File: src/rtl/ac_zone_scheduler.sv
// ac_zone_scheduler: shares one heating/cooling plant between four zones.
// Idle demand is arbitrated round-robin. A granted zone is served until it
// is satisfied, is disabled, or its dwell limit expires. A fixed lockout
// with the plant off always follows a grant.
// Optional feature macro: AC_SCHED_ZONE0_PRIORITY_EN. When it is defined,
// zone 0 wins every idle arbitration in which it has demand.
module ac_zone_scheduler #(
  parameter int MAX_DWELL = 16,
  parameter int LOCKOUT   = 4
) (
  input  logic        clk,
  input  logic        rst,
  input  logic [19:0] temperature,
  input  logic [3:0]  zone_en,
  output logic        heating,
  output logic        cooling,
  output logic [3:0]  valve,
  output logic [1:0]  zone_sel,
  output logic        busy
);

  typedef enum logic [1:0] {
    ST_IDLE    = 2'd0,
    ST_SERVE   = 2'd1,
    ST_LOCKOUT = 2'd2
  } state_t;

  localparam logic [4:0] HEAT_BELOW = 5'd18;
  localparam logic [4:0] COOL_ABOVE = 5'd22;
  localparam logic [4:0] SETPOINT   = 5'd20;
  localparam logic [7:0] DWELL_MAX  = 8'(MAX_DWELL);
  localparam logic [7:0] LOCK_MAX   = 8'(LOCKOUT);
  localparam logic [7:0] CNT_SAT    = 8'hFF;

  state_t      state;
  logic        mode_heat;
  logic [1:0]  rr_ptr;
  logic [7:0]  dwell_cnt;
  logic [7:0]  lock_cnt;

  logic [3:0]  heat_dem;
  logic [3:0]  cool_dem;
  logic [3:0]  any_dem;
  logic        grant_valid;
  logic [1:0]  grant_idx;
  logic [4:0]  served_temp;
  logic        satisfied;
  logic        serve_done;

  // Per-zone demand: below 18 wants heat, above 22 wants cool, and a disabled zone wants nothing.
  always_comb begin
    heat_dem = 4'b0000;
    cool_dem = 4'b0000;
    for (int n = 0; n < 4; n++) begin
      heat_dem[n] = zone_en[n] && (temperature[5*n +: 5] < HEAT_BELOW);
      cool_dem[n] = zone_en[n] && (temperature[5*n +: 5] > COOL_ABOVE);
    end
    any_dem = heat_dem | cool_dem;
  end

`ifdef AC_SCHED_ZONE0_PRIORITY_EN
  // Zone 0 wins whenever it has demand. Otherwise the first demanding zone among 1..3 is taken, scanning upward from rr_ptr.
  always_comb begin
    logic [1:0] cand;
    grant_valid = 1'b0;
    grant_idx   = 2'd0;
    cand        = 2'd0;
    for (int k = 3; k >= 0; k--) begin
      cand = rr_ptr + 2'(k);
      if (any_dem[cand] && (cand != 2'd0)) begin
        grant_valid = 1'b1;
        grant_idx   = cand;
      end
    end
    if (any_dem[0]) begin
      grant_valid = 1'b1;
      grant_idx   = 2'd0;
    end
  end
`else
  // Pure round-robin: take the first demanding zone scanning upward from rr_ptr. The reverse loop lets the smallest offset win.
  always_comb begin
    logic [1:0] cand;
    grant_valid = 1'b0;
    grant_idx   = 2'd0;
    cand        = 2'd0;
    for (int k = 3; k >= 0; k--) begin
      cand = rr_ptr + 2'(k);
      if (any_dem[cand]) begin
        grant_valid = 1'b1;
        grant_idx   = cand;
      end
    end
  end
`endif

  // Work out when the zone currently being served should release the plant.
  always_comb begin
    served_temp = 5'd0;
    case (zone_sel)
      2'd0:    served_temp = temperature[4:0];
      2'd1:    served_temp = temperature[9:5];
      2'd2:    served_temp = temperature[14:10];
      default: served_temp = temperature[19:15];
    endcase
    satisfied  = mode_heat ? (served_temp >= SETPOINT) : (served_temp <= SETPOINT);
    serve_done = satisfied || !zone_en[zone_sel] || (dwell_cnt >= DWELL_MAX);
  end

  // Scheduler state machine. All plant outputs are registered and are updated together with the state.
  always_ff @(posedge clk) begin
    if (rst) begin
      state     <= ST_IDLE;
      mode_heat <= 1'b0;
      rr_ptr    <= 2'd0;
      dwell_cnt <= 8'd0;
      lock_cnt  <= 8'd0;
      heating   <= 1'b0;
      cooling   <= 1'b0;
      valve     <= 4'b0000;
      zone_sel  <= 2'd0;
      busy      <= 1'b0;
    end else begin
      case (state)
        ST_IDLE: begin
          heating  <= 1'b0;
          cooling  <= 1'b0;
          valve    <= 4'b0000;
          busy     <= 1'b0;
          lock_cnt <= 8'd0;
          if (grant_valid) begin
            state     <= ST_SERVE;
            zone_sel  <= grant_idx;
            mode_heat <= heat_dem[grant_idx];
            heating   <= heat_dem[grant_idx];
            cooling   <= !heat_dem[grant_idx];
            valve     <= 4'b0001 << grant_idx;
            busy      <= 1'b1;
            dwell_cnt <= 8'd1;
          end
        end
        ST_SERVE: begin
          if (serve_done) begin
            state     <= ST_LOCKOUT;
            heating   <= 1'b0;
            cooling   <= 1'b0;
            valve     <= 4'b0000;
            rr_ptr    <= zone_sel + 2'd1;
            lock_cnt  <= 8'd1;
            dwell_cnt <= 8'd0;
          end else if (dwell_cnt != CNT_SAT) begin
            dwell_cnt <= dwell_cnt + 8'd1;
          end
        end
        ST_LOCKOUT: begin
          heating <= 1'b0;
          cooling <= 1'b0;
          valve   <= 4'b0000;
          if (lock_cnt >= LOCK_MAX) begin
            state    <= ST_IDLE;
            busy     <= 1'b0;
            lock_cnt <= 8'd0;
          end else if (lock_cnt != CNT_SAT) begin
            lock_cnt <= lock_cnt + 8'd1;
          end
        end
        default: begin
          state   <= ST_IDLE;
          heating <= 1'b0;
          cooling <= 1'b0;
          valve   <= 4'b0000;
          busy    <= 1'b0;
        end
      endcase
    end
  end

endmodule

File: config.mk
export PLATFORM = sky130hd
export DESIGN_NAME = ac_zone_scheduler
export DESIGN_NICKNAME = d
export VERILOG_FILES = /design/src/rtl/ac_zone_scheduler.sv
export SDC_FILE = /design/constraint.sdc
export NUM_CORES = 1
export LEC_CHECK = 0
export CAP_MARGIN = 10
export CORE_ASPECT_RATIO = 1.25
export CORE_MARGIN = 2
export CORE_UTILIZATION = 31
export CTS_BUF_LIST = sky130_fd_sc_hd__clkbuf_8
export DETAILED_ROUTE_END_ITERATION = 8
export PLACE_DENSITY = 0.5
export SYNTH_ARGS = -nofsm -noshare
export SYNTH_HDL_FRONTEND = slang
export SYNTH_SLANG_ARGS = --single-unit
File: constraint.sdc
create_clock -name clk -period 4.9 [get_ports clk]
set_input_delay 0.735 -clock clk [delete_from_list [all_inputs] [get_ports clk]]
set_output_delay 0.735 -clock clk [all_outputs]
set_load 0.03 [all_outputs]
Yosys cells after proc, flatten, opt, wreduce, memory -nomap -nowiden
Cells that the tools add are included.
{ "word_totals": {"register_bits": 30, "output_inout_bits": 9} }
{ "op_classes": {"addsub": 6, "magnitude_cmp": 18, "n_eq_ne": 11, "n_shift": 1, "muxes": 45, "bitwise_logic": 2, "reduce_logical": 22} }
{ "op_table": {"columns": ["cell", "n"], "rows": [
  ["$mux 8", 6],
  ["$pmux 8 s3", 1],
  ["$gt 5x5->1 const B", 4],
  ["$lt 5x5->1 const B", 4],
  ["$lt 2x3->1 const B", 6],
  ["$add 8x1->8 const B", 2],
  ["$mux 1", 16],
  ["$ne 8x8->1 const B", 2],
  ["$pmux 8 s2", 1],
  ["$pmux 5 s3", 1],
  ["$mux 2", 7],
  ["$bmux 1 s2", 6],
  ["$reduce_and 3->1", 3],
  ["$ge 8x3->1 const B", 1],
  ["$ge 8x5->1 const B", 1],
  ["$logic_and 1x1->1", 8],
  ["$mux 4", 2],
  ["$pmux 4 s2", 1],
  ["$ne 2x2->1 const B", 3],
  ["$ne 3x3->1 const B", 2],
  ["$pmux 2 s3", 1],
  ["$reduce_and 2->1", 3],
  ["$ge 5x5->1 const B", 1],
  ["$le 5x5->1 const B", 1],
  ["14 further kinds", 22]
]} }

Depth between registers and ports, before layout
Gate-level depths: netlist (run 1).
{ "logic_depth": {"word_depth": 14, "depth_mapped": 10} }

Least setup slack after synthesis (run 1)
No wires, ideal clock.
{ "synth_path": {"path_type": "reg-to-reg", "startpoint": "register zone_sel[1]", "endpoint": "register lock_cnt[2]", "arrival_ns": 2.562, "slack_ns": 2.267, "stages_incl_launch_ff": 9, "path_buffers": 0, "cell_sequence": "dfxtp_1 > inv_1 > ha_1 > a222oi_1 > inv_1 > o311a_1 > o211a_1 > or4b_1 > a21oi_1"} }
{ "synth_between": {"elab_chain_cells": 8, "word_cells_on_any_way": 14} }
{ "synth_lines": {"columns": ["element", "line", "text"], "rows": [
  ["from (decl)", "18", "output logic [1:0] zone_sel,"],
  ["from (signal assigned)", "133", "zone_sel <= grant_idx;"],
  ["$eq 2x2->1 (tied with other cells)", "100", "case (zone_sel)"],
  ["$pmux 5 s3", "100", null],
  ["$le 5x5->1 or $ge 5x5->1 (tied branches)", "106", "satisfied = mode_heat ? (served_temp >= SETPOINT) : (served_temp <= SETPOINT);"],
  ["$mux 1", "106", null],
  ["$logic_or 1x1->1 (*) (2 in a row)", "107", "serve_done = satisfied || !zone_en[zone_sel] || (dwell_cnt >= DWELL_MAX);"],
  ["$ne 2x2->1 (no source line) (*)", null, null],
  ["$reduce_and 3->1 (no source line) (*)", null, null],
  ["to (signal assigned)", "164", "lock_cnt <= lock_cnt + 8'd1;"],
  ["to (decl)", "39", "logic [7:0] lock_cnt;"]
]} }
Mark *: on every way between the ends. The rest lies on a longest branch, timed or not. The select of a mux whose other input is x is not followed.
A chain may end at the register's enable or synchronous reset.

Final worst setup path (run 1)
{ "layout_path": {"startpoint": "input temperature[7]", "endpoint": "register lock_cnt[7]"} }
{ "layout_between": {"elab_chain_cells": 7, "word_cells_on_any_way": 8} }
{ "layout_lines": {"columns": ["element", "line", "text"], "rows": [
  ["from (decl)", "13", "input logic [19:0] temperature,"],
  ["$pmux 5 s3 (*)", "100", null],
  ["$le 5x5->1 or $ge 5x5->1 (tied branches)", "106", null],
  ["$mux 1 (*)", "106", null],
  ["$logic_or 1x1->1 (*) (2 in a row)", "107", null],
  ["$ne 2x2->1 (no source line) (*)", null, null],
  ["$reduce_and 3->1 (no source line) (*)", null, null]
]} }
Mark *: on every way between the ends. The rest lies on a longest branch, timed or not.

==> qor.yml, run 1 <==
status: "finished clean"
synth_ff_type: "dfxtp_1"
synth_area_leaders: "dfxtp_1 31%, ha_1 7.7%, nor2_1 4.3%"
initial_core_util_pct: 31.68
first_global_vias: 1893
grt_max_degree: 24
drt_pass1_iterations: 4
timing.final.max_slew_violations: 0
cts_max_path_buffers: 2
critPathKind: "input port to flop"
hpwl_mm: 4.275
arrival_ps: 3320
cts_hold_buffers: 0
drc: 0
grt_remaining_overflow: 0
setup_viol: 0
dieArea_mm2: 0.006913
cts_buffers: 5
clk_latency_ps: 280
startpoint_type: "input port"
grtUsageTotal_pct: 16.66
rrSetupSlack_ps: 1790
drive_above_1_share_pct: 5.128
numClockSinks: 30
htreeDepth: 2
cts_resized: 0
placed_cells: 350
fmax_mhz: 318.6
seq_area_frac_synth_pct: 30.95
core_mm2: 0.006126
synth_cells: 237
avgSynthCellArea_um2: 8.188
diodes: 0
synth_edf_count: 0
antenna_found_initial: 0
power_density_mw_per_mm2: 414.1
crit_chain: "clkdlybuf4s50_1 > a222oi_1 > a31oi_1 > o311a_1 > o211ai_1 > a31oi_1 > and2_1"
fin_skew_ps: 7.570
finalPower_w: 0.001017
min-delay-start: "valve[2]"
cts_tree: "built"
grt_first_pass_wirelength_mm: 8.825
dieHeight_um: 92.46
clockRootBuffer: "clkbuf_8"
min_period_ps: 3139
timing.setup.tns_ps: 0
worstHoldPathCells: 2
drv_cap: 0
hold_viol: 0
port_buffers: 34
syn-cell-area_mm2: 0.001941
ant_nets: 0
clk_pin_slew_worst_paths_ps: 70
place_congestion: 0.8397
slowest_stage: "o211ai_1"
yosys.area.top_type: "dfxtp_1"
hp-class: "flop to flop"
synthArstFlopShare_pct: 0
nets: 310
synth_cell_types: 52
period_share_pct: 64.05
n_fill_cell: 633
power.static_leakage_nw: 0.9233
cp_max_fo: 12
cpMostUsedCell: "a31oi_1"
final_cell_count_no_fill: 358
r2r_end: "lock_cnt[7]"
rows: 32
first_iter_violations: 76
placed_area_mm2: 0.002365
r2r_start: "zone_sel[1]"
grt_setup_unrepaired: "no"
hold_path_end: "valve[2]"
rr_worst_depth: 8
synth.ff_latch_count: 30
post_cts_buffers: 0
fin_area_mm2: 0.002456
max-slew-margin-rel_pct: 39.02
vias: 1924
avgViaCountPerCell: 5.374
wl_mm: 5.371
syn-num-nets: 275
die_x_um: 74.77
max_stage_delay_ps: 680
multiInputGateArea_mm2: 0.001246
synth_top_area_share_pct: 30.95
crit_required_ps: 5080
seqCellArea_um2: 600.6
io_pins: 35
worst_ir_drop_vdd_mv: 0.1671
worstMarginPinSlew_ps: 902.8
area_growth_pct: 26.56
wire_per_inst_um: 15.00
synth_warnings: 0
endpoint_kind: "flop"
## synthesized netlist by cell type, types with 5 or more instances
cell type  instances
a21oi_1           15
nor3_1             6
nor2_1            22
nor4_1             5
o21ai_0            9
and3_1             7
dfxtp_1           30
nand2_1           15
inv_1             17
nand3_1           13
a31oi_1            7
ha_1              12
## placed cells by master (no fill, tap or decap), types with 3 or more instances in the layout
| cell type | Yosys | layout |
|---|---|---|
| nor2_1 | 22 | 22 |
| a41oi_1 | 3 | 3 |
| nand2_1 | 15 | 15 |
| nand2b_1 | 4 | 4 |
| nor4_1 | 5 | 5 |
| nor3_1 | 6 | 6 |
| nand3_1 | 13 | 13 |
| nand4_1 | 3 | 3 |
| a311oi_1 | 3 | 3 |
| inv_1 | 17 | 18 |
| clkbuf_8 | 0 | 6 |
| and2_1 | 4 | 4 |
| a21o_1 | 3 | 3 |
| mux2i_1 | 3 | 3 |
| o211ai_1 | 4 | 4 |
| ha_1 | 12 | 12 |
| and3_1 | 7 | 7 |
| a31oi_1 | 7 | 7 |
| o21ai_0 | 9 | 9 |
| dfxtp_1 | 30 | 30 |
| clkdlybuf4s50_1 | 0 | 34 |
| o31ai_1 | 4 | 4 |
| a222oi_1 | 3 | 3 |
| a21oi_1 | 15 | 15 |
| o21a_1 | 4 | 4 |
## power by group
| group | switching [W] | internal (W) |
|---|---|---|
| logic | 0.000290 | 0.000196 |
| clock network | 0.0000902 | 0.000111 |
| registers | 0.0000429 | 0.000286 |
| total | 0.000424 | 0.000594 |
## routing by layer
layer  GRT usage [%]  part of all wire [%]  vias to the layer above
met4           6.250                   2.1                        0
li1                -                     -                      970
met1           18.44                    41                      904
met3           2.720                   3.4                        8
met2           30.75                    53                       42
met5               0                     0                        -
## area by class of cell
class / instances / share of cell area [%]
inverters: 17 / 2.598
repair buffers: 35 / 14.16
clock inverters: 2 / 0.3566
flip-flops and latches: 30 / 24.45
multi-input cells: 183 / 50.74
clock buffers: 6 / 3.362
well taps: 85 / 4.330
## worst max-delay path, delay by kind of cell
family | cells | cell delay (ps)
buffers and inverters | 1 | 470
AOI/OAI and AO/OA | 5 | 1880
and+or+nand+nor | 1 | 230
## metrics by stage
step | hold slack (ps) | util (%) | setup WS, ps
final | 455.5 | 40.09 | 1761
after global routing | 492.9 | 40.09 | 1433
after global placement | 443.7 | 38.60 | 1490
after detailed placement | 450.2 | 38.60 | 1423
after CTS | 459.4 | 40.09 | 1726
after floorplan | 431.2 | - | 2267
## worst max-delay path by stage
stage	startpoint	endpoint	slack (ps)	depth (start not counted)
2_1_floorplan	zone_sel[1]	lock_cnt[2]	2270	8
3_3_place_gp	temperature[8]	lock_cnt[7]	1490	7
3_5_place_dp	temperature[8]	lock_cnt[7]	1420	7
4_1_cts	zone_sel[1]	lock_cnt[7]	1730	8
5_1_grt	zone_sel[1]	lock_cnt[7]	1430	8
6_report	temperature[7]	lock_cnt[7]	1760	7
## registers in the layout (all words and copies together), names as in the netlist
name,cells
cooling,1
heating,1
dwell_cnt,8
rr_ptr,2
state,2
zone_sel,2
valve,4
busy,1
lock_cnt,8
mode_heat,1
## logic make-up after synthesis
family | count (synthesis) | share of synthesized area [%]
XOR/XNOR | 1 | 0.4514
buffers and inverters | 24 | 4.835
multiplexers | 4 | 2.708
AND/OR/NAND/NOR | 90 | 24.05
flip-flops | 30 | 30.95
AO/OA/AOI/OAI | 76 | 29.27
adder cells (fa/ha/maj) | 12 | 7.737
(Power assumes the default switching activity.)
==> inputs of run 2 (changes only) <==
--- a/config.mk
+++ b/config.mk
@@ -11,7 +11,7 @@
 export CORE_UTILIZATION = 31
 export CTS_BUF_LIST = sky130_fd_sc_hd__clkbuf_8
 export DETAILED_ROUTE_END_ITERATION = 8
-export PLACE_DENSITY = 0.5
+export PLACE_DENSITY = 0.52
 export SYNTH_ARGS = -nofsm -noshare
 export SYNTH_HDL_FRONTEND = slang
 export SYNTH_SLANG_ARGS = --single-unit
==> constraint.sdc (replaced) <==
create_clock -name clk -period 2.5 [get_ports clk]
set_input_delay 0.375 -clock clk [delete_from_list [all_inputs] [get_ports clk]]
set_output_delay 0.375 -clock clk [all_outputs]
set_load 0.03 [all_outputs]
==> run 2 against run 1 <==
Compared with the run above:
- largest cell class unchanged
- clock skew is 1.4 ps lower
- combinational power grew to 2.6 times the previous value
- design area up 19%
- critical path type is now flop to flop
- clock power up 110%
- the run now ends with negative setup slack left
- power increased by 130%
- critical endpoint is now lock_cnt[2]
- register-to-register slack got worse by 1800 ps
- hold slack worse by 4.1 ps
- clock-buffer cell count stayed put
==> qor.yml, run 2 (synthesized netlist as in run 1, its figures left out) <==
r2r_start: "zone_sel[1]"
nets: 359  # +16%
numClockSinks: 30  # unchanged
cts_buffers: 5  # unchanged
min_period_ps: 2519
timing.final.max_slew_violations: 0  # unchanged
drive_above_1_share_pct: 24.22  # +19 points
core_mm2: 0.006126  # unchanged
drc: 0  # unchanged
largest_registers: "dwell_cnt (8), lock_cnt (8), valve (4)"
grt_max_degree: 13  # -46%
worst_ir_drop_vdd_mv: 0.3609  # +120%
diodes: 0  # unchanged
htreeDepth: 2  # unchanged
rows: 32  # unchanged
r2r_end: "lock_cnt[2]"
fmax_mhz: 397.0
setup_viol: 2  # +2
wl_mm: 5.899  # +9.8%
endpoint: "lock_cnt[2]"
grt_setup_unrepaired: "yes"
max-slew-margin-rel_pct: 67.95  # +29 points
ant_nets: 0  # unchanged
period_share_pct: 100.8
final_common_cell: "buf_4"
cts_max_path_buffers: 2  # unchanged
initial_core_util_pct: 31.68  # unchanged
io_pins: 35  # unchanged
final_cell_mix: "47 x buf_4, 34 x clkdlybuf4s50_1, 28 x dfxtp_1"
status: "finished with violations"
arrival_ps: 2750  # -570 ps
finalWorstSetupSlack_ps: -18.99  # -1780 ps
crit_cells: 8  # +1
area_growth_pct: 51.13
vias: 2107  # +9.5%
hpwl_mm: 4.757  # +11%
placed_cells: 395  # +13%
dieArea_mm2: 0.006913  # unchanged
cp_max_fo: 4  # -8
crit_required_ps: 2730  # -2350 ps
cts_hold_buffers: 0  # unchanged
final_cell_count_no_fill: 407  # +14%
slowest_stage: "or4b_4"
crit_chain: "inv_2 > ha_4 > a222oi_1 > inv_1 > o311a_1 > o211a_4 > or4b_4 > a21oi_2"
die_x_um: 74.77  # unchanged
startpoint: "zone_sel[1]"
port_buffers: 34  # unchanged
dieHeight_um: 92.46  # unchanged
dp_slack_ps: -270.5  # -1693 ps
fin_skew_ps: 6.153  # -1.417 ps
timing.setup.tns_ps: -34.31  # -34.31 ps
hp-class: "flop to flop"
critPathKind: "flop to flop"
avgViaCountPerCell: 5.177  # -3.7%
n_fill_cell: 627  # -0.95%
rr_worst_depth: 8  # unchanged
clockRootBuffer: "clkbuf_8"
clk_pin_slew_worst_paths_ps: 70  # about the same
place_congestion: 0.8792  # +4.7%
crit_buf_inv: 2  # +1
violations: "negative setup slack"
first_iter_violations: 99  # +30%
endpoint_kind: "flop"
first_global_vias: 2052  # +8.4%
multiInputGateArea_mm2: 0.001333  # +6.9%
power_density_mw_per_mm2: 792.7  # +91%
path_delay_family: "compound AO/OA/AOI/OAI gates"
grtUsageTotal_pct: 18.12  # +1.5 points
startpoint_type: "flop"
grt_remaining_overflow: 0  # unchanged
worstMarginPinSlew_ps: 479.2  # -423.7 ps
drv_cap: 0  # unchanged
hold_viol: 0  # unchanged
wire_per_inst_um: 14.49  # -3.4%
power.static_leakage_nw: 1.160  # +26%
grt_first_pass_wirelength_mm: 9.432  # +6.9%
antenna_found_initial: 0  # unchanged
finalPower_w: 0.002325  # +130%
rrSetupSlack_ps: -20  # -1810 ps
max_stage_delay_ps: 510  # -170 ps
cts_tree: "built"
clk_latency_ps: 290  # about the same
seqCellArea_um2: 605.6  # +0.83%
drt_pass1_iterations: 4  # unchanged
run 2: cell count changes in the layout (fill, tap and decap cells not counted), sizes merged:
cell      delta
buf         +49
clkinvlp     +1
inv          -1
run 2: layer usage:
| metal | track usage (%) | vias to the layer above | share of wire, % |
|---|---|---|---|
| li1 | - | 1078 | - |
| met1 | 19.61 | 978 | 41 |
| met2 | 33.55 | 39 | 54 |
| met3 | 3.264 | 12 | 2.9 |
| met4 | 7.143 | 0 | 2.4 |
| met5 | 0 | - | 0 |
run 2: worst min-delay path, cell delays in order, from the launching register on:
cell and delay, ps:
dfxtp_1 310, nand2_1 50, a21oi_1 50
run 2: power by group:
| group | internal [W] | switching, W |
|---|---|---|
| clock | 0.000221 | 0.000203 |
| sequential | 0.000564 | 0.0000833 |
| combinational | 0.000602 | 0.000652 |
| total | 0.00139 | 0.000938 |
run 2: per-stage QoR:
stage,hold WS (ps),instance area [um^2],utilization [%]
after CTS,453.6,2813,45.92
after detailed placement,443.4,2705,44.16
after global routing,492.6,2933,47.88
final,451.3,2933,47.88
after floorplan,431.2,1943,-
after global placement,445.6,2705,44.16
run 2: worst min-delay path by stage:
stage                      startpoint           to  slack, ps  cells past startpoint
after floorplan           lock_cnt[7]  lock_cnt[7]        430                      1
after global placement       valve[0]     valve[0]        450                      2
after detailed placement     valve[3]     valve[3]        440                      2
after CTS                    valve[3]     valve[3]        450                      2
after global routing         valve[2]     valve[2]        490                      2
final                        valve[3]     valve[3]        450                      2
run 2: repair_timing:
item / 4_1_cts / 5_1_grt
resized for setup: 2 / 21
pin swaps: 4 / 6
setup buffers: 1 / 4
endpoints found under the setup margin: 5 / 13
run 2: final cells by class:
| class | instances | area share, % |
|---|---|---|
| multi-input cells | 183 | 45.44 |
| repair buffers | 84 | 24.79 |
| flip-flops and latches | 30 | 20.65 |
| well taps | 85 | 3.626 |
| clock buffers | 6 | 2.816 |
| inverters | 17 | 2.261 |
| clock inverters | 2 | 0.4266 |
